[config.mk]
export PLATFORM = sky130hd
export DESIGN_NAME = gate_pipe_unit
export DESIGN_NICKNAME = d
export VERILOG_FILES = /design/src/rtl/gate_pipe_unit.sv
export SDC_FILE = /design/constraint.sdc
export NUM_CORES = 1
export LEC_CHECK = 0
export ABC_AREA = 1
export BUFFER_PORTS_ARGS = -buffer_cell sky130_fd_sc_hd__buf_2
export CORE_ASPECT_RATIO = 0.9
export CORE_MARGIN = 4
export CORE_UTILIZATION = 45
export CTS_BUF_LIST = sky130_fd_sc_hd__clkbuf_2 sky130_fd_sc_hd__clkbuf_4 sky130_fd_sc_hd__clkbuf_8
export CTS_CLUSTER_DIAMETER = 80
export CTS_CLUSTER_SIZE = 25
export DETAILED_ROUTE_END_ITERATION = 7
export GPL_ROUTABILITY_DRIVEN = 0
export GPL_TIMING_DRIVEN = 0
export PLACE_DENSITY = 0.68
export SYNTH_ARGS = -nofsm -noshare
export SYNTH_HDL_FRONTEND = slang
export SYNTH_SLANG_ARGS = --single-unit
[constraint.sdc]
create_clock -name clk -period 2.1 [get_ports clk]
set_input_delay 0.42 -clock clk [delete_from_list [all_inputs] [get_ports clk]]
set_output_delay 0.42 -clock clk [all_outputs]
set_load 0.02 [all_outputs]
[src/rtl/gate_pipe_unit.sv]
// gate_pipe_unit: bitwise logic unit with a zero-latency result path and a
// STAGES-deep valid/ready registered copy of the same result, plus an accept counter.
module gate_pipe_unit #(
  parameter int unsigned WIDTH  = 8,
  parameter int unsigned STAGES = 2,
  parameter int unsigned CNT_W  = 16
) (
  input  logic             clk,
  input  logic             rst,
  input  logic             in_valid,
  output logic             in_ready,
  input  logic [WIDTH-1:0] a,
  input  logic [WIDTH-1:0] b,
  input  logic [2:0]       op,
  output logic [WIDTH-1:0] y_comb,
  output logic             out_valid,
  input  logic             out_ready,
  output logic [WIDTH-1:0] y_reg,
  output logic [2:0]       y_op,
  output logic [CNT_W-1:0] out_count
);

  localparam int unsigned OP_W = 3;
  localparam int unsigned LAST = STAGES - 1;

  logic             stg_valid [STAGES];
  logic [WIDTH-1:0] stg_data  [STAGES];
  logic [OP_W-1:0]  stg_op    [STAGES];
  logic             en;

  // Operand logic; shared by the wire path and the stage-0 capture.
  always_comb begin
    y_comb = '0;
    case (op)
      3'd0:    y_comb = a & b;
      3'd1:    y_comb = a | b;
      3'd2:    y_comb = a ^ b;
      3'd3:    y_comb = ~(a & b);
      3'd4:    y_comb = ~(a | b);
      3'd5:    y_comb = ~(a ^ b);
      3'd6:    y_comb = ~a;
      default: y_comb = a & ~b;
    endcase
  end

  // The whole pipe moves as one; bubbles are shifted, never collapsed.
  assign en       = !stg_valid[LAST] || out_ready;
  assign in_ready = en;

  always_ff @(posedge clk) begin
    if (rst) begin
      stg_valid[0] <= 1'b0;
      stg_data[0]  <= '0;
      stg_op[0]    <= '0;
    end else if (en) begin
      stg_valid[0] <= in_valid;
      stg_data[0]  <= y_comb;
      stg_op[0]    <= op;
    end
  end

  for (genvar k = 1; k < STAGES; k++) begin : g_stage
    always_ff @(posedge clk) begin
      if (rst) begin
        stg_valid[k] <= 1'b0;
        stg_data[k]  <= '0;
        stg_op[k]    <= '0;
      end else if (en) begin
        stg_valid[k] <= stg_valid[k-1];
        stg_data[k]  <= stg_data[k-1];
        stg_op[k]    <= stg_op[k-1];
      end
    end
  end

  // Completed-result counter; wraps silently.
  always_ff @(posedge clk) begin
    if (rst) begin
      out_count <= '0;
    end else if (stg_valid[LAST] && out_ready) begin
      out_count <= out_count + CNT_W'(1);
    end
  end

  assign out_valid = stg_valid[LAST];
  assign y_reg     = stg_data[LAST];
  assign y_op      = stg_op[LAST];

endmodule

==> reports/qor.yml, run 1 <==
status: "finished clean"
critical_path_buf_inv_count: 4
utilization: 0.5769
post_route_cells_drive_above_1_share: 0.2025
count_of_maximum_capacitance_violations: 0
crit_type: "primary input to output port"
wire_per_inst_um: 11.73
cp.required_ns: 1.68
boundaryPins: 60
average_instance_area_after_synthesis_um2: 6.966
slowest_stage: "nor2_4"
floorplan.die_area_um2: 7517
hold_buffers: 0
design.core.area_um2: 5856
hpwlAfterDp_um: 4751
yosysTopAreaCell: "edfxtp_1"
async_flop_share: 0
final.setup_skew_ns: 0.005771
arrival_ns: 1.60
grt_first_pass_wirelength_um: 10530
post-place-ws_ns: -0.4899
finish.net_count: 521
setup_viol: 0
cp_top_family: "buffers and inverters"
mappedNetlistArea_um2: 2786
vias_per_cell: 4.879
drt_wl_total_um: 6383
gr-total-overflow: 0
num_rows: 26
timing.hold.ws_ns: 0.3506
vias_in_the_first_global_route: 2355
ys_seq_elements: 40
grt_antenna_before_repair: 0
timing.critical_path.from_type: "primary input"
hold_violations: 0
first_pass_iters: 4
route.antenna.remaining_nets: 0
max_freq_mhz: 493.8
crit_path_cell_trace: "buf_2 -> buf_6 -> nand2_1 -> nor2_4 -> buf_4 -> nand2_1 -> nand2_1 -> nor2_1 -> nand3_1 -> buf_2"
vdd_drop_max_uv: 269.4
min-delay-path-class: "primary input to flop"
timing.slew.headroom: 0.6086
placement.io_buffers: 58
synth.net_count: 448
post_synth_num_cell_types: 22
fin_ws_ns: 0.07502
antennaDiodeCount: 0
ys_top_cells_by_count: "nand2_1 (84), inv_1 (79), nor2_1 (69), nand3_1 (42), ha_1 (25)"
fin_crit_ns: 2.025
grt_overall_usage: 0.1726
die_w_um: 90.95
drc_errors: 0
powerDensity_nw_per_um2: 524.2
synth-warning-count: 0
post_layout_nonfiller_instances: 544
worst_tran_pin_value_ns: 0.5864
setup_tns_ns: 0
yosys.cell_count.top_type: "nand2_1"
synth.yosys.seq_area_share: 0.3736
grt_start_max_net_pins: 25
clk_path_buf_depth: 2
clock_sinks: 40
htreeDepth: 2
power.static_leakage_uw: 0.001858
critPathMostFrequentCell: "nand2_1"
floorplan.initialDensity: 0.4759
synth.area.top_cells: "edfxtp_1 (26%), dfxtp_1 (11%), nand2_1 (11%)"
crit_end_element: "output port"
clock-root-buffer: "clkbuf_8"
post_route_fraction_of_the_period_consumed_by_the_critical_path: 0.9643
worstSkewPairLatency_ns: 0.28
cts-buffers-inserted: 5
via_count: 2654
cpPeakStageDelay_ns: 0.24
drt-initial-drc-count: 147
critPathMaxFanout: 8
number_of_instances_in_the_synthesized_netlist: 400
clkTransAtPathRegs_ns: 0.08
final-max-slew-violation-count: 0
synth.top_cell.area_share: 0.2586
numPlacedInstances: 528
synth_edf_count: 24
die_y_um: 82.65
tritoncts: "done"
layout-area-overhead-vs-synth_pct: 21.24
dominantRegCellSynth: "edfxtp_1"
-- per-layer routing --
| layer | track usage | part of all wire | up-vias |
|---|---|---|---|
| met1 | 0.2144 | 0.45 | 1157 |
| met2 | 0.3101 | 0.47 | 97 |
| met3 | 0.02717 | 0.073 | 6 |
| met5 | 0 | 0 | - |
| li1 | - | - | 1394 |
| met4 | 0.05723 | 0.013 | 0 |
-- cell families (layout without fill, tap and decap cells) --
group / Yosys count / count (layout) / synth area share
flip-flops: 40 / 40 / 0.3736
adder cells (fa/ha/maj): 25 / 25 / 0.1123
XOR/XNOR: 3 / 3 / 0.009431
AO/OA/AOI/OAI: 11 / 11 / 0.01976
buffers and inverters: 95 / 169 / 0.1338
AND/OR/NAND/NOR: 226 / 226 / 0.3511
-- layout by cell type (no fill, tap or decap) --
master / count
a21oi_1: 4
buf_2: 62
buf_4: 10
buf_6: 3
clkbuf_1: 3
clkbuf_4: 1
clkbuf_8: 5
clkinv_1: 1
clkinv_2: 2
dfxtp_1: 16
dlymetal6s2s_1: 1
edfxtp_1: 24
ha_1: 25
inv_1: 79
inv_4: 2
nand2_1: 84
nand3_1: 40
nand3_2: 1
nand3_4: 1
nand3b_1: 1
nand4_1: 19
nor2_1: 68
nor2_4: 3
nor3_1: 2
nor3b_1: 1
o21ai_0: 7
or2_2: 6
xor2_1: 3
-- layout make-up --
| cell class | instances | area, um^2 |
|---|---|---|
| multi-input combinational | 265 | 1408 |
| timing repair buffer | 66 | 360.3 |
| clock buffer | 5 | 68.82 |
| clock inverter | 3 | 13.76 |
| fill | 562 | 2477 |
| inverter | 81 | 309.0 |
| sequential | 40 | 1041 |
| tap | 70 | 87.58 |
| buffer | 14 | 90.09 |
-- flip-flops by register name, indices dropped and copies added (netlist names) --
signal     cells
stg_valid      2
out_count     16
stg_op         6
stg_data      16
-- stage by stage --
| stage | cell area (um^2) | power (uW) |
|---|---|---|
| 2_1_floorplan | 2786 | 1158 |
| 3_3_place_gp | 3164 | 1279 |
| 3_5_place_dp | 3164 | 1286 |
| 4_1_cts | 3278 | 1770 |
| 5_1_grt | 3378 | 1873 |
| 6_report | 3378 | 1771 |
-- repair_timing --
action                     in CTS  in global routing
setup endpoints to repair      32                  6
buffers inserted                0                  8
pin swaps                       0                  2
gates resized for setup        10                 11
cloned                          0                  0
-- worst paths after layout --
check / from / end / slack [ns] / cells after the start
worst max register to register: stg_valid[1] / out_count[14] / 0.57 / 5
worst min register to register: out_count[14] / out_count[14] / 0.50 / 2
worst min-delay path: rst / out_count[9] / 0.35 / 2
worst max-delay path: op[1] / y_comb[0] / 0.08 / 10
-- power breakdown --
group	total, uW	leakage [uW]	switching [uW]	internal, uW
sequential	893	0.000411	14.1	879
combinational	399	0.00140	259	141
clock	479	0.0000453	253	225
total	1770	0.00186	526	1240
No activity file was read; power rests on OpenSTA's default activity.
==> run 2, diff against run 1 <==
--- a/config.mk
+++ b/config.mk
@@ -6,7 +6,7 @@
 export NUM_CORES = 1
 export LEC_CHECK = 0
 export ABC_AREA = 1
-export BUFFER_PORTS_ARGS = -buffer_cell sky130_fd_sc_hd__buf_2
+export BUFFER_PORTS_ARGS = -buffer_cell sky130_fd_sc_hd__clkbuf_2
 export CORE_ASPECT_RATIO = 0.9
 export CORE_MARGIN = 4
 export CORE_UTILIZATION = 45
==> run 2 against run 1 <==
Combinational power barely moved. Register-to-register slack improved by 0.02 ns. Die area is the same. Sequential share of layout area is 0.10 points lower. Worst setup slack worse by 0.0058 ns. Utilization up 0.19 points. Sequential power about the same. Flip-flop and latch count did not move.
==> reports/qor.yml, run 2 (synthesis results as in run 1) <==
status: "finished clean"
clkTransAtPathRegs_ns: 0.08
met2_wirelength_um: 2899
critical_path_depth: 8
post-place-ws_ns: -0.5198
uppermost_metal_layer_occupied_by_signal_nets: "met4"
grt_overall_usage: 0.1718
htreeDepth: 2
num_rows: 26
via_count: 2611
timing.critical_path.from_type: "primary input"
drt-initial-drc-count: 122
layout-area-overhead-vs-synth_pct: 21.64
final-max-slew-violation-count: 0
arrival_ns: 1.61
setup_viol: 0
wire_length_on_met1_um: 2994
worstSkewPairLatency_ns: 0.29
clock-root-buffer: "clkbuf_8"
wire_per_inst_um: 11.62
grt_antenna_before_repair: 0
cts-buffers-inserted: 5
powerDensity_nw_per_um2: 564.0
critical_path_buf_inv_count: 5
max_freq_mhz: 492.4
floorplan.initialDensity: 0.4759
crit_path_cell_trace: "clkbuf_4 -> buf_6 -> nand3_2 -> buf_6 -> or2_2 -> nand2_1 -> inv_1 -> buf_4"
fin_ws_ns: 0.06923
placement.io_buffers: 58
floorplan.die_area_um2: 7517
min_delay_path_depth: 2
drc_errors: 0
post_route_fraction_of_the_period_consumed_by_the_critical_path: 0.9670
layout_common_cells: "nand2_1 (84), inv_1 (79), nor2_1 (68), clkbuf_2 (52), nand3_1 (40)"
crit_type: "primary input to output port"
die_w_um: 90.95
hold_violations: 0
route.met3.wl_um: 351
hpwlAfterDp_um: 4646
count_of_maximum_capacitance_violations: 0
critPathMaxFanout: 10
cp.required_ns: 1.68
finish.net_count: 520
slowest_stage: "or2_2"
worst_tran_pin_value_ns: 0.5884
design.core.area_um2: 5856
grt_first_pass_wirelength_um: 10670
route.antenna.remaining_nets: 0
timing.slew.headroom: 0.6073
first_pass_iters: 4
drt_wl_total_um: 6308
cp_top_family: "buffers and inverters"
die_y_um: 82.65
clk_path_buf_depth: 2
post_route_cells_drive_above_1_share: 0.2051
critPathMostFrequentCell: "buf_6"
min-delay-path-class: "primary input to flop"
layout_commonest_cell: "nand2_1"
final.setup_skew_ns: 0.01066
fin_crit_ns: 2.031
power.static_leakage_uw: 0.001840
grt_start_max_net_pins: 25
gr-total-overflow: 0
hold_buffers: 0
crit_end_element: "output port"
tritoncts: "done"
worstRegToRegCells: 4
vias_per_cell: 4.808
clock_sinks: 40
setup_tns_ns: 0
rsz0062_at_grt: "yes"
cpPeakStageDelay_ns: 0.27
boundaryPins: 60
vdd_drop_max_uv: 219.6
layout_top_registers: "out_count (16), stg_data (16), stg_op (6)"
vias_in_the_first_global_route: 2369
antennaDiodeCount: 0
[run 2: layer usage]
metal | track usage | vias up
li1 | - | 1392
met1 | 0.2151 | 1145
met2 | 0.3123 | 67
met3 | 0.02083 | 7
met4 | 0.05572 | 0
met5 | 0 | -
[run 2: cell type report]
type / count / area, um^2
fill: 572 / 2466
clock buffer: 6 / 76.32
inverter: 81 / 309.0
tap: 70 / 87.58
buffer: 14 / 87.58
clock inverter: 2 / 35.03
sequential: 40 / 1041
multi-input combinational: 265 / 1400
timing repair buffer: 65 / 352.8
[run 2: metrics by stage]
step / std cells / instance area [um^2] / total power [uW] / hold WS [ns] / utilization
final: 543 / 3390 / 1912 / 0.3567 / 0.5788
after global routing: 543 / 3390 / 2002 / 0.3696 / 0.5788
after CTS: 536 / 3307 / 1906 / 0.3536 / 0.5647
after global placement: 528 / 3164 / 1279 / 0.4802 / 0.5404
after floorplan: 400 / 2786 / 1158 / 0.4924 / -
after detailed placement: 528 / 3164 / 1284 / 0.5025 / 0.5404
[run 2: power breakdown]
| group | internal, uW | switching [uW] | total [uW] | leakage (uW) |
|---|---|---|---|---|
| Sequential | 879 | 14.2 | 893 | 0.000411 |
| Clock | 366 | 252 | 618 | 0.0000586 |
| Combinational | 142 | 259 | 401 | 0.00137 |
| Total | 1390 | 525 | 1910 | 0.00184 |
[run 2: what timing repair did]
action / 4_1_cts / 5_1_grt
pin swaps: 0 / 2
endpoints found under the setup margin: 32 / 6
setup buffers: 0 / 5
gates cloned: 0 / 2
resized for setup: 10 / 18
[run 2: final timing paths]
| check | from | to | slack [ns] |
|---|---|---|---|
| max reg2reg | stg_valid[1] | stg_data[1][5] | 0.59 |
| min | rst | out_count[9] | 0.36 |
| max | op[1] | y_comb[1] | 0.07 |
| min reg2reg | out_count[14] | out_count[14] | 0.51 |
